## config.mk

```make
export PLATFORM = sky130hd
export DESIGN_NAME = serial_adder
export DESIGN_NICKNAME = d
export VERILOG_FILES = /design/src/rtl/serial_adder_pkg.sv /design/src/rtl/serial_adder_chunk.sv /design/src/rtl/serial_adder.sv
export SDC_FILE = /design/constraint.sdc
export NUM_CORES = 1
export LEC_CHECK = 0
export ABC_CLOCK_PERIOD_IN_PS = 3400
export CAP_MARGIN = 0
export CORE_MARGIN = 4
export CORE_UTILIZATION = 52
export DETAILED_ROUTE_END_ITERATION = 10
export PLACE_DENSITY = 0.8
export SYNTH_ARGS = -nofsm -noshare
export SYNTH_HDL_FRONTEND = slang
export SYNTH_SLANG_ARGS = --single-unit
```

## constraint.sdc

```tcl
create_clock -name clk -period 3.4 [get_ports clk]
set_clock_uncertainty 0.2 [all_clocks]
set_input_delay 0.68 -clock clk [delete_from_list [all_inputs] [get_ports clk]]
set_output_delay 0.68 -clock clk [all_outputs]
set_load 0.03 [all_outputs]
```

## src/rtl/serial_adder_pkg.sv

```systemverilog
// Shared definitions for the serial add/subtract engine: FSM state encoding
// and a constant-foldable ceil(log2) helper for sizing the pass counter.
package serial_adder_defs;

    typedef enum logic [1:0] {
        ST_IDLE = 2'd0,
        ST_RUN  = 2'd1,
        ST_DONE = 2'd2
    } state_t;

    // ceil(log2(n)); returns 0 for n <= 1, callers clamp to a minimum width.
    function automatic int clog2(input int n);
        int r;
        r = 0;
        while ((1 << r) < n) r++;
        return r;
    endfunction

endpackage

```

## src/rtl/serial_adder_chunk.sv

```systemverilog
// One CHUNK-bit slice of the ripple adder. Purely combinational; the carry
// between slices is held in a register by the parent.
module adder_chunk
    import serial_adder_defs::*;
#(
    parameter int CHUNK = 4
) (
    input  logic [CHUNK-1:0] x,
    input  logic [CHUNK-1:0] y,
    input  logic             cin,
    output logic [CHUNK-1:0] s,
    output logic             cout,
    output logic             c_msb
);

    logic [CHUNK:0] full;

    assign full  = {1'b0, x} + {1'b0, y} + {{CHUNK{1'b0}}, cin};
    assign s     = full[CHUNK-1:0];
    assign cout  = full[CHUNK];
    // Carry into the top bit recovered from its sum bit: s = x ^ y ^ cin.
    assign c_msb = s[CHUNK-1] ^ x[CHUNK-1] ^ y[CHUNK-1];

endmodule

```

## src/rtl/serial_adder.sv

```systemverilog
// Multi-cycle add/subtract: WIDTH-bit operands processed CHUNK bits per clock,
// carry kept in a register between passes, start/ready/done handshake.
module serial_adder
    import serial_adder_defs::*;
#(
    parameter int WIDTH = 16,
    parameter int CHUNK = 4
) (
    input  logic             clk,
    input  logic             rst_n,
    input  logic             start,
    input  logic             sub,
    input  logic [WIDTH-1:0] a,
    input  logic [WIDTH-1:0] b,
    output logic             ready,
    output logic             done,
    output logic [WIDTH-1:0] sum,
    output logic             co,
    output logic             ovf
);

    localparam int N  = WIDTH / CHUNK;
    localparam int CW = (clog2(N) < 1) ? 1 : clog2(N);
    localparam logic [CW-1:0] LAST = CW'(N - 1);

    if (WIDTH < 2 || CHUNK < 1 || (WIDTH % CHUNK) != 0) begin : g_bad_params
        $error("serial_adder: WIDTH must be >= 2 and a multiple of CHUNK");
    end

    state_t           state, state_nxt;
    logic [WIDTH-1:0] opa, opb;
    logic             carry;
    logic [CW-1:0]    cnt;
    logic             last;

    logic [CHUNK-1:0] cx, cy, cs;
    logic             cc, cm;
    logic [WIDTH-1:0] res_nxt;

    assign last = (cnt == LAST);
    assign cx   = opa[int'(cnt)*CHUNK +: CHUNK];
    assign cy   = opb[int'(cnt)*CHUNK +: CHUNK];

    adder_chunk #(.CHUNK(CHUNK)) u_chunk (
        .x     (cx),
        .y     (cy),
        .cin   (carry),
        .s     (cs),
        .cout  (cc),
        .c_msb (cm)
    );

    // Completed result: current chunk on top of the previously produced chunks.
    if (N == 1) begin : g_single
        assign res_nxt = cs;
    end else begin : g_multi
        logic [WIDTH-CHUNK-1:0] res_sr;

        // Shift each finished chunk in from the top; after N-1 passes the
        // register holds every chunk but the last, already in position.
        // NOTE: this register is reset like the others even though it is always
        // overwritten before use, so simulation never shows X after reset.
        always_ff @(posedge clk or negedge rst_n) begin
            if (!rst_n) begin
                res_sr <= '0;
            end else if (state == ST_RUN) begin
                res_sr <= res_nxt[WIDTH-1:CHUNK];
            end
        end

        assign res_nxt = {cs, res_sr};
    end

    // State register.
    // NOTE: sequential logic uses non-blocking assignments so every register
    // updates from the values present before the edge.
    always_ff @(posedge clk or negedge rst_n) begin
        if (!rst_n) state <= ST_IDLE;
        else        state <= state_nxt;
    end

    // Next-state logic: IDLE -> RUN on start, RUN -> DONE after the last chunk.
    // NOTE: state_nxt gets a default before the case so no path leaves it
    // unassigned, which would otherwise infer a latch.
    always_comb begin
        state_nxt = state;
        case (state)
            ST_IDLE: if (start) state_nxt = ST_RUN;
            ST_RUN:  if (last)  state_nxt = ST_DONE;
            ST_DONE: state_nxt = ST_IDLE;
            default: state_nxt = ST_IDLE;
        endcase
    end

    // Operand capture, per-chunk carry/counter update and result write-back.
    always_ff @(posedge clk or negedge rst_n) begin
        if (!rst_n) begin
            opa   <= '0;
            opb   <= '0;
            carry <= 1'b0;
            cnt   <= '0;
            sum   <= '0;
            co    <= 1'b0;
            ovf   <= 1'b0;
        end else begin
            case (state)
                ST_IDLE: begin
                    if (start) begin
                        // Subtraction as a + ~b + 1: invert B, seed carry with 1.
                        opa   <= a;
                        opb   <= sub ? ~b : b;
                        carry <= sub;
                        cnt   <= '0;
                    end
                end
                ST_RUN: begin
                    carry <= cc;
                    cnt   <= cnt + CW'(1);
                    if (last) begin
                        sum <= res_nxt;
                        co  <= cc;
                        ovf <= cc ^ cm;
                    end
                end
                default: ;
            endcase
        end
    end

    assign ready = (state == ST_IDLE);
    assign done  = (state == ST_DONE);

endmodule

```

==> results.yml, run 1 <==
die:
  num_rows: 27
  die_area_sq_um: 7200
  die_h_um: 84.8
  core_sq_um: 5610
  start_util_pct: 54.7
  die_w_um: 84.8
  top_level_ports: 56
pwr:
  leakagePower_nw: 1.82
  power.density_nw_per_um2: 1000
  vdd_drop_max_uv: 453
yosys:
  synth_compound_area_share_pct: 6.73
  synth-main-ff-cell: "dfrtp_1"
  synthMuxAreaShare_pct: 9.66
  synth_cells: 300
  yosysWarnings: 0
  synth_fa_ha_area_share_pct: 2.94
  synthSimpleGateAreaFrac_pct: 17.9
  synth_nets: 342
  avgSynthCellArea_sq_um: 10.2
  ys_ff_latch: 67
  seq_area_frac_synth_pct: 54.6
  synth_edf_count: 0
  async_flop_share_pct: 100
  synth_top_family_by_area: "simple AND/OR/NAND/NOR gates"
  synth_xor_xnor_area_share_pct: 4.85
  syn_area_sq_um: 3070
  ys_types: 36
cts:
  numCtsBuffers: 9
  cts.sinks: 67
  clk_latency_ns: 0.34
  clkTransAtPathRegs_ns: 0.07
  ctsResizeCount: 0
  root_buffer: "clkbuf_8"
  htree_levels: 3
  cts_tree: "yes"
  post_cts_buffers: 0
  cts_buffer_depth: 2
  postCtsHoldBufs: 0
grt:
  overflow: 0
  grt_pass1_wl_mm: 9.74
  grt.total_usage_pct: 17.2
  grt_pass1_vias: 2193
  antenna_found_initial: 0
  grt_max_degree: 53
route:
  dr.first_iter.drc_count: 93
  ant_nets: 0
  firstDrtPassIters: 4
  vias: 2226
  drc: 0
  routed_via_density: 5.16
  wl_per_cell_um: 13.3
  routed_wl_mm: 5.72
sta:
  slew_violations: 0
  slew_headroom_pct: 43.9
  layout_min_cycle_time_ns: 3.07
  rsz0062_at_grt: "false"
  hold_viol: 0
  timing.setup.tns_ns: 0
  worst_pin_slew_ns: 0.841
  timing.final.crit_share_pct: 90.4
  setup_viol: 0
  fmax_ghz: 0.326
setup_path:
  rrSetupSlack_ns: 0.33
  crit_type: "register to register"
  start_kind: "register"
  critPathRequiredTime_ns: 3.48
  reg2reg_depth: 7
  cp_max_fo: 11
  crit_family: "simple AND/OR/NAND/NOR gates"
  arrival_ns: 3.15
  cp-startpoint: "cnt[0]"
  rr_endpoint: "ovf"
  crit_buf_inv: 0
  endpoint_kind: "register"
  path_cells: "mux4_1 > ha_1 > and3b_1 > o21a_1 > or3_4 > a211oi_1 > nand3b_1"
  max_stage_delay_ns: 0.64
  cp_slowest_cell: "dfrtp_1"
  rr_startpoint: "cnt[0]"
final_layout:
  fillerInstances: 457
  syn_to_final_growth_pct: 26.7
  nets: 396
  final_common_cell: "nand2_1"
  final_cell_mix: "nand2_1 (114), dfrtp_1 (67), clkdlybuf4s50_1 (54)"
  post-route-util_pct: 69.4
  drive_above_1_share_pct: 9.19
  n_antenna_cell: 0
run_status:
  status: "completed"
placed_design:
  gp_congestion: 0.915
  io_buffer_count: 55
  hpwlAfterDp_mm: 4.01
hold_path:
  hold_path_class: "input pin to asynchronous set/reset pin"
flow_run:
  drv_cap: 0
## through the flow
step	setup WS [ns]	hold slack (ns)	power [mW]	cells	cell area, sq um
floorplan	0.668	0.184	2.68	300	3070
global placement	0.438	0.245	3.14	415	3680
detailed placement	0.361	0.257	3.23	415	3680
CTS	0.320	0.246	3.94	431	3890
global route	0.132	0.273	4.22	431	3890
finish	0.328	0.225	3.90	431	3890
## cell usage after synthesis (2+ instances only)
| library cell | number | area (sq um) |
|---|---|---|
| nand2_1 | 114 | 428 |
| dfrtp_1 | 67 | 1680 |
| o21ai_0 | 30 | 150 |
| xnor2_1 | 16 | 140 |
| clkbuf_1 | 12 | 45.0 |
| mux2_2 | 8 | 90.1 |
| inv_1 | 7 | 26.3 |
| mux4_1 | 7 | 184 |
| ha_1 | 4 | 50.1 |
| nand3_1 | 3 | 15.0 |
| a21o_1 | 2 | 15.0 |
| and2_1 | 2 | 12.5 |
| fa_1 | 2 | 40.0 |
| nand3b_1 | 2 | 15.0 |
| nor2b_1 | 2 | 12.5 |
| nor3_1 | 2 | 10.0 |
## layer usage
metal  vias to the layer above  routed length, um  global-route usage [%]
met2                        53               2810                    28.9
met1                      1073               2520                    20.7
met3                        10                282                    4.66
li1                       1090                  -                       -
met4                         0                115                    8.06
met5                         -                  0                       0
## worst reg2reg max path: stages (launching register included)
cell and delay [ns]:
dfrtp_1 0.64, mux4_1 0.63, ha_1 0.36, and3b_1 0.24, o21a_1 0.21, or3_4 0.38
a211oi_1 0.22, nand3b_1 0.13
## report_power, final
group / switching (mW) / internal [mW] / total (mW)
Combinational: 0.983 / 0.806 / 1.79
Sequential: 0.239 / 1.18 / 1.42
Clock: 0.295 / 0.396 / 0.691
Total: 1.52 / 2.38 / 3.90
## cell type report
type / instances / area (sq um) / area share (%)
flip-flops and latches: 67 / 1680 / 43.1
repair buffers: 59 / 588 / 15.1
clock inverters: 4 / 47.5 / 1.22
clock buffers: 12 / 165 / 4.25
well taps: 72 / 90.1 / 2.32
inverters: 8 / 30.0 / 0.772
multi-input cells: 209 / 1290 / 33.2
## worst max path at each step
stage                      to  slack, ns  depth (start not counted)
after floorplan           ovf       0.67                          8
after global placement    ovf       0.44                          7
after detailed placement  ovf       0.36                          7
after CTS                 ovf       0.32                          7
after global routing      ovf       0.13                          9
final                     ovf       0.33                          7
## cells by family (layout without fill, tap and decap cells)
kind of cell               Yosys count  after routing
AOI/OAI and AO/OA                   38             38
xor gates and xnor gates            17             17
and+or+nand+nor                    132            132
adders and majority gates            6              6
DFF                                 67             67
buffers and inverters               24             83
muxes                               16             16
## registers in the layout, summed over array words and instances, names as in the netlist
| name | flops |
|---|---|
| opa | 16 |
| opb | 16 |
| sum | 16 |
| g_multi.res_sr | 12 |
| cnt | 2 |
| state | 2 |
| carry | 1 |
| co | 1 |
| ovf | 1 |
Power figures use the tool's default switching activity.
==> run 2, diff against run 1 <==
- ABC_AREA: unset -> 1
==> run 2 against run 1 <==
Effect of this change: core utilization fell by 2.8 points; area after synthesis is 3.3% higher; synthesized cell count up 23%; largest power group unchanged; highest routed layer unchanged.
==> results.yml, run 2 <==
yosys:
  synth-main-ff-cell: "dfrtp_1"
  synth_area_leaders: "dfrtp_1 (53%), nand2_1 (17%), o21ai_0 (7.1%)"
  ys_ff_latch: 67
  ys_types: 24
  synth_edf_count: 0
  synth_compound_area_share_pct: 10.2
  yosysWarnings: 0
  synthSimpleGateAreaFrac_pct: 22.8
  synth_cells: 370
  synth_fa_ha_area_share_pct: 2.84
  synth_top_area_share_pct: 52.9
  synthTopCellsByCount: "nand2_1 (142), dfrtp_1 (67), o21ai_0 (45), inv_1 (22), xnor2_1 (17)"
  async_flop_share_pct: 100
  synth_top_area_cell: "dfrtp_1"
  syn_area_sq_um: 3170
  avgSynthCellArea_sq_um: 8.57
  synth_xor_xnor_area_share_pct: 4.69
  synthMuxAreaShare_pct: 0
  yosysMostFrequentCell: "nand2_1"
  seq_area_frac_synth_pct: 52.9
  synth_top_family_by_area: "simple AND/OR/NAND/NOR gates"
  synth_nets: 412
die:
  num_rows: 28
  top_level_ports: 56
  die_area_sq_um: 7410
  die_h_um: 86.1
  core_sq_um: 5920
  start_util_pct: 53.6
  die_w_um: 86.1
route:
  vias: 2522
  routed_via_density: 5.03
  ant_nets: 0
  wl_per_cell_um: 12.6
  drc: 0
  dr.first_iter.drc_count: 111
  firstDrtPassIters: 4
  routed_wl_mm: 6.29
cts:
  cts.sinks: 67
  clk_latency_ns: 0.34
  numCtsBuffers: 9
  clkTransAtPathRegs_ns: 0.07
  ctsResizeCount: 0
  root_buffer: "clkbuf_8"
  cts_buffer_depth: 2
  cts_tree: "yes"
  htree_levels: 3
  postCtsHoldBufs: 0
  post_cts_buffers: 0
final_layout:
  final_common_cell: "nand2_1"
  post-route-util_pct: 66.6
  n_antenna_cell: 0
  nets: 464
  syn_to_final_growth_pct: 24.3
  top_regs: "opa: 16 flops, opb: 16 flops, sum: 16 flops"
  drive_above_1_share_pct: 8.92
  final_cell_mix: "nand2_1 (142), dfrtp_1 (67), clkdlybuf4s50_1 (54)"
sta:
  slew_violations: 0
  timing.final.crit_share_pct: 86.6
  rsz0062_at_grt: "false"
  fmax_ghz: 0.340
  worst_pin_slew_ns: 0.876
  layout_min_cycle_time_ns: 2.94
  setup_viol: 0
  timing.setup.tns_ns: 0
  hold_viol: 0
  slew_headroom_pct: 41.4
setup_path:
  endpoint_kind: "register"
  cp_max_fo: 20
  start_kind: "register"
  rrSetupSlack_ns: 0.46
  reg2reg_depth: 13
  max_stage_delay_ns: 0.64
  critPathRequiredTime_ns: 3.43
  rr_startpoint: "cnt[0]"
  crit_type: "register to register"
  cp_slowest_cell: "dfrtp_1"
  crit_family: "adder cells"
  cp_num_cells: 13
  path_cells: "inv_8 > nand2_1 > a32o_1 > fa_1 > fa_1 > inv_1 > nand2_1 > nand3_1 > nand3_1 > nand2_1 > nand2_1 > nand3_1 > nand2_1"
  rr_endpoint: "ovf"
  cp-startpoint: "cnt[0]"
  endpoint: "ovf"
  arrival_ns: 2.97
  cpMostUsedCell: "nand2_1"
  crit_buf_inv: 2
grt:
  grt_max_degree: 68
  grt_pass1_wl_mm: 10.8
  antenna_found_initial: 0
  grt.total_usage_pct: 18.8
  overflow: 0
  grt_pass1_vias: 2427
placed_design:
  gp_congestion: 0.852
  hpwlAfterDp_mm: 4.55
  io_buffer_count: 55
flow_run:
  drv_cap: 0
pwr:
  power.density_nw_per_um2: 1080
  vdd_drop_max_uv: 561
  leakagePower_nw: 1.91
hold_path:
  hold_path_class: "register to register"
run_status:
  status: "completed"
## run 2: cell types whose count changed after synthesis, sizes merged, moves of 5 or more
cell    change
clkbuf     -10
nand3      +10
mux2        -8
nor2        +6
buf        +11
mux4        -8
nand2      +42
inv        +19
o21ai      +17
a21oi       +5
## run 2: worst reg2reg max path, stage by stage (launching register included)
cell and delay (ns):
dfrtp_1 0.64, inv_8 0.26, nand2_1 0.08, a32o_1 0.24
fa_1 0.43, fa_1 0.42, inv_1 0.09, nand2_1 0.07
nand3_1 0.07, nand3_1 0.10, nand2_1 0.07, nand2_1 0.05
nand3_1 0.06, nand2_1 0.06
## run 2: logic make-up after synthesis
group / Yosys count
simple gates: 176
flops: 67
compound gates: 60
buf+inv: 44
xor+xnor: 17
fa+ha+maj: 6
## run 2: area by class of cell
type                            instances  area, sq um
Clock buffer                           10          128
Clock inverter                          5         78.8
Fill cell                             490         1980
Inverter                               27          109
Multi-Input combinational cell        259         1290
Sequential cell                        67         1680
Tap cell                               75         93.8
Timing Repair Buffer                   58          568
## run 2: how the worst min path moves through the flow
stage / start / to / slack (ns) / cells past startpoint
floorplan: rst_n / carry / 0.18 / 0
global placement: g_multi.res_sr[2] / sum[2] / 0.25 / 2
detailed placement: g_multi.res_sr[1] / sum[1] / 0.26 / 2
CTS: g_multi.res_sr[1] / sum[1] / 0.28 / 2
global route: g_multi.res_sr[1] / sum[1] / 0.29 / 2
finish: g_multi.res_sr[1] / sum[1] / 0.27 / 2
## run 2: per-layer routing
metal  up-vias  routed length, um  share of wire (%)  track usage, %
met5         -                  0                  0               0
met4         0                146                2.3            10.4
met3        15                370                5.9            3.46
met2        73               3020                 48            30.2
met1      1164               2760                 44            23.9
li1       1270                  -                  -               -
## run 2: per-stage QoR
step                worst slack [ns]  instance area [sq um]  instances  hold WS [ns]  power [mW]
floorplan                      0.763                   3170        370         0.184        2.97
global placement               0.586                   3730        486         0.252        3.47
detailed placement             0.483                   3730        486         0.258        3.58
CTS                            0.455                   3940        501         0.277        4.30
global route                   0.245                   3940        501         0.286        4.65
finish                         0.457                   3940        501         0.271        4.27
## run 2: report_power, final
group / switching (mW) / internal, mW / leakage, nW
Sequential: 0.265 / 1.18 / 0.839
Combinational: 1.32 / 0.811 / 0.966
Clock: 0.287 / 0.408 / 0.106
Total: 1.87 / 2.40 / 1.91
